`src/rtl/spi_sample_rx.sv`:
```
`default_nettype none
// ============================================================================
// Module   : spi_sample_rx
// Purpose  : SPI slave receiver for the GPS sample stream sent by the bridge to
//            the MCU. It oversamples SCK/SS/MOSI in the MCU_CLK_25_000 domain,
//            assembles MSB-first bytes, buffers them in a small FIFO, and
//            unpacks each byte into two {I1,I0,Q1,Q0} samples (upper nibble
//            first) behind a valid/ready handshake.
// Revision : 1.0 - initial release
// ----------------------------------------------------------------------------
// Ports:
//   MCU_CLK_25_000  in   system clock (25.000 MHz)
//   RESET           in   asynchronous active-high reset
//   MCU_SCK         in   SPI clock, idles low, data sampled on rising edge
//   MCU_SS          in   SPI slave select, active low
//   MCU_MOSI        in   SPI data, MSB first
//   SAMPLE_I        out  {I1,I0} of the current sample
//   SAMPLE_Q        out  {Q1,Q0} of the current sample
//   SAMPLE_VALID    out  SAMPLE_I/SAMPLE_Q hold a valid sample
//   SAMPLE_READY    in   consumer accepts the sample (VALID & READY)
//   FRAME_ERR       out  one-cycle pulse when SS deasserts mid-byte
//   OVERFLOW        out  sticky: a completed byte was dropped (FIFO full)
//   FIFO_LEVEL      out  bytes in the FIFO, excluding the unpacker's byte
// ============================================================================
module spi_sample_rx #(
    parameter int FIFO_DEPTH  = 4,
    parameter int SYNC_STAGES = 2
) (
    input  logic                          MCU_CLK_25_000,
    input  logic                          RESET,
    input  logic                          MCU_SCK,
    input  logic                          MCU_SS,
    input  logic                          MCU_MOSI,
    output logic [1:0]                    SAMPLE_I,
    output logic [1:0]                    SAMPLE_Q,
    output logic                          SAMPLE_VALID,
    input  logic                          SAMPLE_READY,
    output logic                          FRAME_ERR,
    output logic                          OVERFLOW,
    output logic [$clog2(FIFO_DEPTH):0]   FIFO_LEVEL
);

    localparam int                PTR_W    = $clog2(FIFO_DEPTH);
    localparam logic [PTR_W:0]    DEPTH_LV = (PTR_W + 1)'(FIFO_DEPTH);

    // ------------------------------------------------------------------
    // Input synchronizers. SS resets high so a reset never looks like the
    // start of a frame.
    // ------------------------------------------------------------------
    logic [SYNC_STAGES-1:0] sck_sync;
    logic [SYNC_STAGES-1:0] ss_sync;
    logic [SYNC_STAGES-1:0] mosi_sync;
    logic                   sck_d;
    logic                   ss_d;

    always_ff @(posedge MCU_CLK_25_000 or posedge RESET) begin
        if (RESET) begin
            sck_sync  <= '0;
            ss_sync   <= '1;
            mosi_sync <= '0;
            sck_d     <= 1'b0;
            ss_d      <= 1'b1;
        end else begin
            sck_sync  <= {sck_sync[SYNC_STAGES-2:0], MCU_SCK};
            ss_sync   <= {ss_sync[SYNC_STAGES-2:0], MCU_SS};
            mosi_sync <= {mosi_sync[SYNC_STAGES-2:0], MCU_MOSI};
            sck_d     <= sck_sync[SYNC_STAGES-1];
            ss_d      <= ss_sync[SYNC_STAGES-1];
        end
    end

    logic sck_s;
    logic ss_s;
    logic mosi_s;
    logic sck_rise;
    logic ss_rise;
    logic ss_fall;
    logic sample_edge;

    assign sck_s       = sck_sync[SYNC_STAGES-1];
    assign ss_s        = ss_sync[SYNC_STAGES-1];
    assign mosi_s      = mosi_sync[SYNC_STAGES-1];
    assign sck_rise    = sck_s & ~sck_d;
    assign ss_rise     = ss_s & ~ss_d;
    assign ss_fall     = ~ss_s & ss_d;
    assign sample_edge = sck_rise & ~ss_s;

    // ------------------------------------------------------------------
    // Shift register / bit counter. Only seven bits are stored: the eighth
    // bit goes straight into the FIFO write data, so the byte lands in the
    // FIFO at the end of the same edge cycle.
    // ------------------------------------------------------------------
    logic [6:0] shreg;
    logic [2:0] bit_cnt;
    logic       frame_err;
    logic       byte_done;
    logic [7:0] byte_data;

    assign byte_done = sample_edge & (bit_cnt == 3'd7) & ~ss_fall;
    assign byte_data = {shreg, mosi_s};

    always_ff @(posedge MCU_CLK_25_000 or posedge RESET) begin
        if (RESET) begin
            shreg     <= '0;
            bit_cnt   <= '0;
            frame_err <= 1'b0;
        end else begin
            frame_err <= 1'b0;
            if (ss_rise) begin
                // Partial byte is discarded; flag only if bits were taken.
                bit_cnt   <= '0;
                frame_err <= (bit_cnt != 3'd0);
            end else if (ss_fall) begin
                bit_cnt <= '0;
            end else if (sample_edge) begin
                shreg   <= {shreg[5:0], mosi_s};
                bit_cnt <= bit_cnt + 3'd1;      // 7 -> 0 on byte completion
            end
        end
    end

    // ------------------------------------------------------------------
    // Byte FIFO. A write into a full FIFO is still accepted when the
    // unpacker pops in the same cycle.
    // ------------------------------------------------------------------
    logic [7:0]       mem [FIFO_DEPTH];
    logic [PTR_W-1:0] wr_ptr;
    logic [PTR_W-1:0] rd_ptr;
    logic [PTR_W:0]   level;
    logic             overflow;
    logic             fifo_full;
    logic             fifo_empty;
    logic             pop;
    logic             wr_ok;

    assign fifo_full  = (level == DEPTH_LV);
    assign fifo_empty = (level == '0);
    assign wr_ok      = byte_done & (~fifo_full | pop);

    always_ff @(posedge MCU_CLK_25_000) begin
        if (wr_ok) begin
            mem[wr_ptr] <= byte_data;
        end
    end

    always_ff @(posedge MCU_CLK_25_000 or posedge RESET) begin
        if (RESET) begin
            wr_ptr   <= '0;
            rd_ptr   <= '0;
            level    <= '0;
            overflow <= 1'b0;
        end else begin
            if (wr_ok) begin
                wr_ptr <= wr_ptr + PTR_W'(1);
            end
            if (pop) begin
                rd_ptr <= rd_ptr + PTR_W'(1);
            end
            case ({wr_ok, pop})
                2'b10:   level <= level + (PTR_W + 1)'(1);
                2'b01:   level <= level - (PTR_W + 1)'(1);
                default: level <= level;
            endcase
            if (byte_done && fifo_full && !pop) begin
                overflow <= 1'b1;
            end
        end
    end

    // ------------------------------------------------------------------
    // Unpacker FSM: upper nibble first, then lower nibble. Popping from LO
    // straight into HI keeps one sample per cycle with READY held high.
    // ------------------------------------------------------------------
    typedef enum logic [1:0] {
        ST_EMPTY = 2'd0,
        ST_HI    = 2'd1,
        ST_LO    = 2'd2
    } state_t;

    state_t     state;
    state_t     next_state;
    logic [7:0] held;

    always_ff @(posedge MCU_CLK_25_000 or posedge RESET) begin
        if (RESET) begin
            state <= ST_EMPTY;
            held  <= '0;
        end else begin
            state <= next_state;
            if (pop) begin
                held <= mem[rd_ptr];
            end
        end
    end

    always_comb begin
        next_state   = state;
        pop          = 1'b0;
        SAMPLE_VALID = 1'b0;
        SAMPLE_I     = 2'b00;
        SAMPLE_Q     = 2'b00;
        case (state)
            ST_EMPTY: begin
                if (!fifo_empty) begin
                    pop        = 1'b1;
                    next_state = ST_HI;
                end
            end
            ST_HI: begin
                SAMPLE_VALID = 1'b1;
                {SAMPLE_I, SAMPLE_Q} = held[7:4];
                if (SAMPLE_READY) begin
                    next_state = ST_LO;
                end
            end
            ST_LO: begin
                SAMPLE_VALID = 1'b1;
                {SAMPLE_I, SAMPLE_Q} = held[3:0];
                if (SAMPLE_READY) begin
                    if (!fifo_empty) begin
                        pop        = 1'b1;
                        next_state = ST_HI;
                    end else begin
                        next_state = ST_EMPTY;
                    end
                end
            end
            default: next_state = ST_EMPTY;
        endcase
    end

    assign FRAME_ERR  = frame_err;
    assign OVERFLOW   = overflow;
    assign FIFO_LEVEL = level;

endmodule
`default_nettype wire

```
`config.mk`:
```
export PLATFORM = sky130hd
export DESIGN_NAME = spi_sample_rx
export DESIGN_NICKNAME = d
export VERILOG_FILES = /design/src/rtl/spi_sample_rx.sv
export SDC_FILE = /design/constraint.sdc
export NUM_CORES = 1
export LEC_CHECK = 0
export ABC_CLOCK_PERIOD_IN_PS = 2700
export CAP_MARGIN = 20
export CORE_MARGIN = 2
export CORE_UTILIZATION = 34
export DETAILED_ROUTE_END_ITERATION = 10
export PLACE_DENSITY = 0.49
export RECOVER_POWER = 100
export REMOVE_ABC_BUFFERS = 1
export SETUP_SLACK_MARGIN = 0.3
export SYNTH_ARGS = -nofsm -noshare
export SYNTH_HDL_FRONTEND = slang
export SYNTH_SLANG_ARGS = --single-unit
```
`constraint.sdc`:
```
create_clock -name MCU_CLK_25_000 -period 2.7 [get_ports MCU_CLK_25_000]
set_input_delay 0.54 -clock MCU_CLK_25_000 [delete_from_list [all_inputs] [get_ports MCU_CLK_25_000]]
set_output_delay 0.54 -clock MCU_CLK_25_000 [all_outputs]
set_load 0.02 [all_outputs]
```
After elaboration in Yosys (flattened, before gate mapping)
Memory sizes are Yosys's and may differ from the RTL's. A register that Yosys moved wholly into a read port is not among the register bits.
Cells that the tools add are included.
{ "op_classes": {"bitwise": 14, "reduce_logical": 11, "eq_ne": 9, "mux": 18, "add_sub_neg": 5} }
{ "op_table": {"columns": ["operator", "n"], "rows": [
  ["$mux W3", 3],
  ["$pmux W2 S2", 2],
  ["$and A1 B1 Y1", 7],
  ["$mux W1", 7],
  ["$add A3 B1 Y3 const B", 2],
  ["$eq A3 B3 Y1 const B", 2],
  ["$mux W2", 3],
  ["$ne A2 B2 Y1 const B", 3],
  ["$not A1 Y1", 6],
  ["$pmux W2 S3", 1],
  ["$pmux W3 S2", 1],
  ["$reduce_and A3 Y1", 2],
  ["$reduce_bool A3 Y1", 2],
  ["$add A2 B1 Y2 const B", 2],
  ["$eq A2 B1 Y1 const B", 2],
  ["$eq A2 B2 Y1 const B", 2],
  ["$logic_not A3 Y1", 1],
  ["$sub A3 B1 Y3 const B", 1],
  ["$logic_and A1 B1 Y1", 2],
  ["$logic_not A2 Y1", 1],
  ["$pmux W1 S2", 1],
  ["$reduce_bool A2 Y1", 1],
  ["$reduce_or A2 Y1", 1],
  ["$logic_not A1 Y1", 1],
  ["$or A1 B1 Y1", 1]
]} }
{ "totals": {"n_memories": 1, "reg_bits": 29, "out_inout_bits": 10, "ram_bits": 32, "input_bits": 6} }
{ "mem_list": {"columns": ["name", "depth", "word_bits", "read_ports", "rd_clocked_by_memory_dff", "wr", "line", "source"], "rows": [
  ["mem", 4, 8, 1, 1, 1, "126", "logic [7:0] mem [FIFO_DEPTH];"]
]} }

Depth between registers and ports, before layout
{ "logic_depth": {"depth_word": 8, "mapped_depth": 11} }

Worst setup path before layout
No wires, ideal clock.
{ "synth_path": {"path_kind": "register to register", "from": "register state[0]", "to": "register level[2] (netlist: FIFO_LEVEL[2])", "period_less_slack_ns": 2.436, "arrival_time_ns": 2.356, "path_slack_ns": 0.264, "required_ns": 2.620, "path_stages_with_launch": 12, "setup_ns": 0.080, "path_buffers": 0, "path_cell_list": "dfrtp_1 > inv_1 > ha_1 > a21oi_1 > a311oi_4 > inv_1 > ha_1 > inv_1 > fa_1 > xor2_1 > nor2_1 > xor2_1"} }
{ "synth_via": {"elab_chain_cells": 6, "word_cells_on_any_way": 9} }
{ "synth_lines": {"columns": ["item", "line", "source"], "rows": [
  ["start, declared", "180", "state_t state;"],
  ["start signal, assigned", "189", "state <= next_state;"],
  ["$eq A2 B2 Y1 / $logic_not A2 Y1 (equally long branches)", "202", "case (state)"],
  ["$pmux W1 S2 (*)", "202", null],
  ["$or A1 B1 Y1", "138", "assign wr_ok = byte_done & (~fifo_full | pop);"],
  ["$and A1 B1 Y1", "138", null],
  ["$eq A2 B1 Y1 / $eq A2 B2 Y1 (equally long branches)", "159", "case ({wr_ok, pop})"],
  ["$pmux W3 S2 / $reduce_bool A2 Y1 (equally long branches)", null, null],
  ["end signal, assigned", "160", "2'b10: level <= level + (PTR_W + 1)'(1);"],
  ["end signal, assigned", "161", "2'b01: level <= level - (PTR_W + 1)'(1);"],
  ["end signal, assigned", "162", "default: level <= level;"],
  ["end, declared", "129", "logic [PTR_W:0] level;"]
]} }
Mark *: on every way between the ends. The rest lies on a longest branch, timed or not.
A chain may end at the register's enable or synchronous reset.

Worst setup path in the final report
{ "layout_path": {"from": "register state[0]", "to": "register level[2] (netlist: FIFO_LEVEL[2])"} }
{ "layout_via": {"elab_chain_cells": 6, "word_cells_on_any_way": 9} }
{ "layout_lines": {"columns": ["item", "line", "source"], "rows": [
  ["$eq A2 B2 Y1 / $logic_not A2 Y1 (equally long branches)", "202", null],
  ["$pmux W1 S2 (*)", "202", null],
  ["named net pop", "133", "logic pop;"],
  ["$or A1 B1 Y1", "138", null],
  ["$and A1 B1 Y1", "138", null],
  ["$eq A2 B1 Y1 / $eq A2 B2 Y1 (equally long branches)", "159", null],
  ["$pmux W3 S2 / $reduce_bool A2 Y1 (equally long branches)", null, null]
]} }
Mark *: on every way through the listed nets, which the timed path passes. The rest lies on a longest branch.

==> results.tsv <==
stage	metric	value	unit
run_status	status	finished, final reports clean	
timing	actual slew at the worst max-slew pin	951	ps
timing	RSZ-0062 raised after global routing	true	
logic_synthesis	post-synthesis instance total	176	
clock_tree	CTS H-tree lvls	3	
timing	worst hold margin	350	ps
timing	Setup-failing EPs final	0	
global_route	GR Util met3	2.35	%
final_layout	layout cell share with drive strength beyond 1	25.0	%
critical_path	crit path max fanout	7	
power_and_ir_drop	cell internal pwr	0.00239	W
logic_synthesis	ys flop type	dfrtp_1	
place	dpl hpwl	3330	um
die	row cnt	33	
die	Starting Density	35.1	%
timing	Fmax achieved	414	MHz
timing	Final Critical Period	2410	ps
power_and_ir_drop	Combinational Power Share	29.8	%
detailed_routing	initial DRC count	82	
detailed_routing	detailed-route DRC error count	0	
place	GPL Wtd Cong	0.721	
timing	setup TNS	0	ps
die	Boundary Pins	16	
timing	Fin. Hold Viols	0	
critical_path	CP Capture Type	flip-flop	
logic_synthesis	Post-synth EDFFs	32	
power_and_ir_drop	Worst VDD drop	0.000287	V
final_layout	area added between synthesis and finish	17.5	%
timing	max-slew violation count	0	
global_route	first-pass GRT wire length	7920	um
detailed_routing	Routed wire per std cell	15.5	um
power_and_ir_drop	PwrDens	1030	nW/um^2
power_and_ir_drop	clock power share	25.4	%
final_layout	nets@finish	225	
global_route	met2 Use GR	18.8	%
logic_synthesis	synth warn	0	
critical_path	Worst EP arrival	2680	ps
timing	Rel. slew slack	36.6	%
power_and_ir_drop	NetSw	0.00112	W
logic_synthesis	share of synthesized flip-flops with an asynchronous set or reset	53.6	%
clock_tree	root buffer cell	clkbuf_8	
die	Die Ht	96.1	um
critical_path	WS Path Type	flip-flop to flip-flop	
die	Die Wd	96.1	um
clock_tree	Sink Count	69	
global_route	antenna violations before repair	0	
die	Core Box Area	8220	um^2
power_and_ir_drop	sw frac	31.9	%
final_layout	Sequential Area	1890	um^2
logic_synthesis	syn_area_per_cell	16.4	um^2
global_route	largest net degree at the start of global routing	38	
final_layout	filler instances	745	
place	IO buf count	15	
clock_tree	worst skew pair latency	340	ps
job	max_cap viols	0	
clock_tree	Num CTS Buffers	9	
detailed_routing	Final ANT Viol Nets	0	
clock_tree	Bufs on Longest Clock Path	2	
timing	Final Cycle Share	89.4	%
critical_path	startpoint types	flip-flop	
global_route	met1 Resource Use GR	14.9	%
detailed_routing	Initial DRT Pass Iterations	4	
final_layout	Diodes inserted	0	
logic_synthesis	Netlist Area Pre-Place	2880	um^2
logic_synthesis	Yosys cell types	34	
power_and_ir_drop	leakage	1.37	nW
global_route	vias in the first global route	1585	
logic_synthesis	sequential area share after synthesis	65.6	%
global_route	total track usage	11.9	%
detailed_routing	drt total wl	4840	um
timing	setup ws final	287	ps
place	pre-CTS WS	111	ps
detailed_routing	via count	1445	
global_route	GRT busiest layer	met2	
global_route	grt total ovfl	0	
power_and_ir_drop	Flop pwr share	44.8	%
clock_tree	Post-CTS Repair Setup Buffers	0	
hold_path	HP Class	flip-flop to flip-flop	
final_layout	area of the multi-input gates	932	um^2
logic_synthesis	synthesis-stage register bit count	69	
critical_path	Req. time, crit path	2970	ps
timing	Final Skew	7.45	ps
clock_tree	CTS clk-pin slew, worst paths	70	ps
clock_tree	CTS tree	done	
die	Die ar.	9230	um^2
detailed_routing	vias per std cell	4.62	
## what timing repair did
item / in CTS / in global routing
endpoints found under the setup margin: 6 / 3
hold buffers: 0 / 0
pin swaps: 0 / 2
gates resized for setup: 8 / 3
## metrics by stage
stage / util (%) / instance area, um^2 / total power [W] / instances
6_report: 41.2 / 3390 / 0.00350 / 313
5_1_grt: 41.2 / 3390 / 0.00373 / 313
4_1_cts: 41.4 / 3400 / 0.00360 / 313
3_5_place_dp: 38.7 / 3180 / 0.00271 / 297
3_3_place_gp: 38.7 / 3180 / 0.00265 / 297
2_1_floorplan: - / 2870 / 0.00231 / 173
## synthesized netlist by cell type, types with 2 or more instances
master / n / area [um^2]
a21oi_1: 2 / 10.0
a22oi_1: 4 / 30.0
and2_1: 4 / 25.0
dfrtp_1: 34 / 851
dfstp_2: 3 / 78.8
edfxtp_1: 32 / 961
ha_1: 15 / 188
inv_1: 16 / 60.1
mux2_2: 17 / 191
mux2i_1: 2 / 20.0
mux4_2: 8 / 180
nand2_1: 5 / 18.8
nand2b_1: 2 / 12.5
nor2_1: 4 / 15.0
nor2b_1: 4 / 25.0
nor3_1: 2 / 10.0
xnor2_1: 2 / 17.5
xor2_1: 4 / 35.0
## cells by family (layout without fill, tap and decap cells)
kind of cell	after synthesis	after routing	synth area share, %
AND/OR/NAND/NOR	26	26	4.99
flip-flops	69	69	65.6
XOR/XNOR	6	6	1.82
buffers and inverters	19	51	2.56
multiplexers	28	28	14.1
AO/OA/AOI/OAI	12	12	3.73
adder cells (fa/ha/maj)	16	16	7.20
## layout make-up
cell class / instances / area share [%]
inverter: 16 / 1.77
multi-input combinational: 88 / 27.5
sequential: 69 / 55.8
clock buffer: 9 / 3.66
tap: 105 / 3.88
timing repair buffer: 19 / 4.69
clock inverter: 7 / 2.66
## final timing paths
check                            startpoint            end  slack (ps)  depth (start not counted)
worst max-delay path               state[0]  FIFO_LEVEL[2]         290                         11
worst min-delay path            sck_sync[0]    sck_sync[1]         350                          0
worst max register to register     state[0]  FIFO_LEVEL[2]         290                         11
worst min register to register  sck_sync[0]    sck_sync[1]         350                          0
max in group asynchronous             RESET       state[1]        1170                          3
min in group asynchronous             RESET   mosi_sync[0]         940                          3
## power by group through the flow
stage	sequential, W	clock, W	combinational [W]
floorplan	0.00154	0	0.000768
global placement	0.00159	0	0.00106
detailed placement	0.00160	0	0.00111
CTS	0.00158	0.000915	0.00111
global route	0.00161	0.000959	0.00115
finish	0.00157	0.000890	0.00104
## critical path, stage by stage, from the launching register on
cell and delay, ps:
dfrtp_1 440, inv_1 110, ha_1 320, a21oi_2 130
clkbuf_1 140, nor2_2 130, ha_1 190, inv_1 70
fa_1 380, xor2_1 170, nor2_1 110, xor2_1 140
## registers in the layout, summed over array words and instances, names as in the netlist
signal and cells:
rd_ptr 2, ss_d 1, FIFO_LEVEL 3, held 8, state 2, OVERFLOW 1
ss_sync 2, bit_cnt 3, FRAME_ERR 1, sck_sync 2, shreg 7, sck_d 1
mem 32, wr_ptr 2, mosi_sync 2
## cells in the final DEF, fill, tap and decap left out, types with 2 or more instances in the layout
cell / count
clkbuf_1: 3
mux2_2: 17
clkinvlp_4: 2
edfxtp_1: 32
dlygate4sd2_1: 4
nand2_1: 5
clkbuf_8: 9
nor2b_1: 4
dfstp_2: 2
dfrtp_1: 34
bufinv_16: 2
nor2_1: 4
dlygate4sd3_1: 9
nor3_1: 2
inv_1: 16
xor2_1: 4
mux4_2: 8
a22oi_1: 4
clkinv_2: 3
ha_1: 14
mux2i_1: 2
and2_1: 3
xnor2_1: 2
## metal layers
metal  part of all wire [%]  vias up
li1                       -      682
met1                     46      742
met2                     50       16
met3                    3.2        5
met4                    1.6        0
met5                      0        -
No activity file was read; power rests on OpenSTA's default activity.
==> RTL change, RTL diff (config.mk and constraints unchanged) <==
Change the parameter `SYNC_STAGES` from 2 to 4.
--- a/src/rtl/spi_sample_rx.sv
+++ b/src/rtl/spi_sample_rx.sv
@@ -24,7 +24,7 @@
 // ============================================================================
 module spi_sample_rx #(
     parameter int FIFO_DEPTH  = 4,
-    parameter int SYNC_STAGES = 2
+    parameter int SYNC_STAGES = 4
 ) (
     input  logic                          MCU_CLK_25_000,
     input  logic                          RESET,
Behaviour: not the same (Yosys sat finds a counterexample within 10 cycles, from zero or initial values and one cycle with RESET high).
==> RTL change against the unedited design <==
Non-clock buffer count grew 5. Power up 0.98%. Cell area up 4.5%. Routed wire length increased by 1.0%. Sequential cell count rose by 6. First-iteration DRC count is 43% lower. Critical path depth unchanged. Area after synthesis rose by 5.4%. Largest power group unchanged. Setup slack got worse by 0.0026 ns. Hold slack better by 0.0029 ns. Clock power shrank 12%.
==> RTL change: results (changes against the unedited design) <==
| Metric | This run | Unit | Delta |
| --- | --- | --- | --- |
| Status | finished, final reports clean | - |  |
| Syn avg cell area | 16.9 | um2 | +3.0% |
| Leakage Power | 0.00144 | uW | +5.1% |
| Net count of the finished layout | 234 | - | +4.0% |
| Sequential fraction of the synthesis area | 67.3 | % | +1.7 points |
| Data arrival at the endpoint of the critical path | 2.69 | ns | about the same |
| Pre-CTS setup slack | 0.0665 | ns | -0.0445 ns |
| Dpl cells | 306 | - | +3.0% |
| Largest vdd supply drop | 0.234 | mV | -18% |
| Commonest cells post-synth | sky130_fd_sc_hd__dfrtp_1, sky130_fd_sc_hd__edfxtp_1, sky130_fd_sc_hd__mux2_2, sky130_fd_sc_hd__ha_1, sky130_fd_sc_hd__inv_1 | - |  |
| Power in sequential cells | 1650 | uW | +5% |
| Unique masters post-synth | 32 | - | -5.9% |
| Weighted congestion reported at the end of routability-driven placement | 0.681 | - | -5.6% |
| Hold endpoint | sck_sync[2] | - |  |
| Overall Global Routing Usage | 11.3 | % | -0.58 points |
| Internal | 2400 | uW | +0.56% |
| Number of vias per cell after detailed routing | 4.59 | - | -0.63% |
| Proportion of layout cells with a drive suffix above 1 | 24.0 | % | -1.0 points |
| Setup slack of the critical path after layout | 0.284 | ns | -0.00261 ns |
| Transition time of the tightest slew-check pin | 1.35 | ns | +0.399 ns |
| Placed inst area | 3350 | um2 | +5.5% |
| Worst-case clock skew | 0.0120 | ns | +0.00458 ns |
| Most area-consuming cells after synthesis | sky130_fd_sc_hd__edfxtp_1, sky130_fd_sc_hd__dfrtp_1, sky130_fd_sc_hd__mux2_2, sky130_fd_sc_hd__ha_1, sky130_fd_sc_hd__mux4_2 | - |  |
| Filler instances | 814 | - | +9.3% |
| Post-synthesis async set-or-reset flop share | 57.3 | % | +3.7 points |
| Number of DRC markers in iteration 0 | 47 | - | -43% |
| Origin of the critical flop-to-flop path | state[1] | - |  |
| Power share of the sequential group | 46.7 | % | +1.9 points |
| Worst hold margin | 0.353 | ns | +0.00291 ns |
| Overall via count from detail_route | 1491 | - | +3.2% |
RTL change: layout make-up:
class                           instances  share of cell area, %
Inverter                               15                   1.59
Sequential cell                        75                   57.8
Clock inverter                          4                  0.707
Clock buffer                           12                   4.42
Tap cell                              108                   3.82
Timing Repair Buffer                   24                   5.41
Multi-Input combinational cell         87                   26.3
RTL change: repair_timing:
item | CTS | global route
setup buffers | 0 | 3
setup endpoints to repair | 6 | 2
gates resized for setup | 5 | 7
RTL change: logic make-up (layout without fill, tap and decap cells):
group | Yosys count | count (layout) | synth area share (%)
buf+inv | 18 | 55 | 2.31
mux | 29 | 29 | 13.7
compound gates | 13 | 13 | 3.87
flops | 75 | 75 | 67.3
simple gates | 23 | 23 | 4.28
fa+ha+maj | 16 | 16 | 6.84
xor+xnor | 6 | 6 | 1.73
RTL change: layer usage:
layer / up-vias / part of all wire (%)
li1: 708 / -
met1: 757 / 45
met2: 17 / 51
met3: 9 / 2.7
met4: 0 / 2.2
met5: - / 0
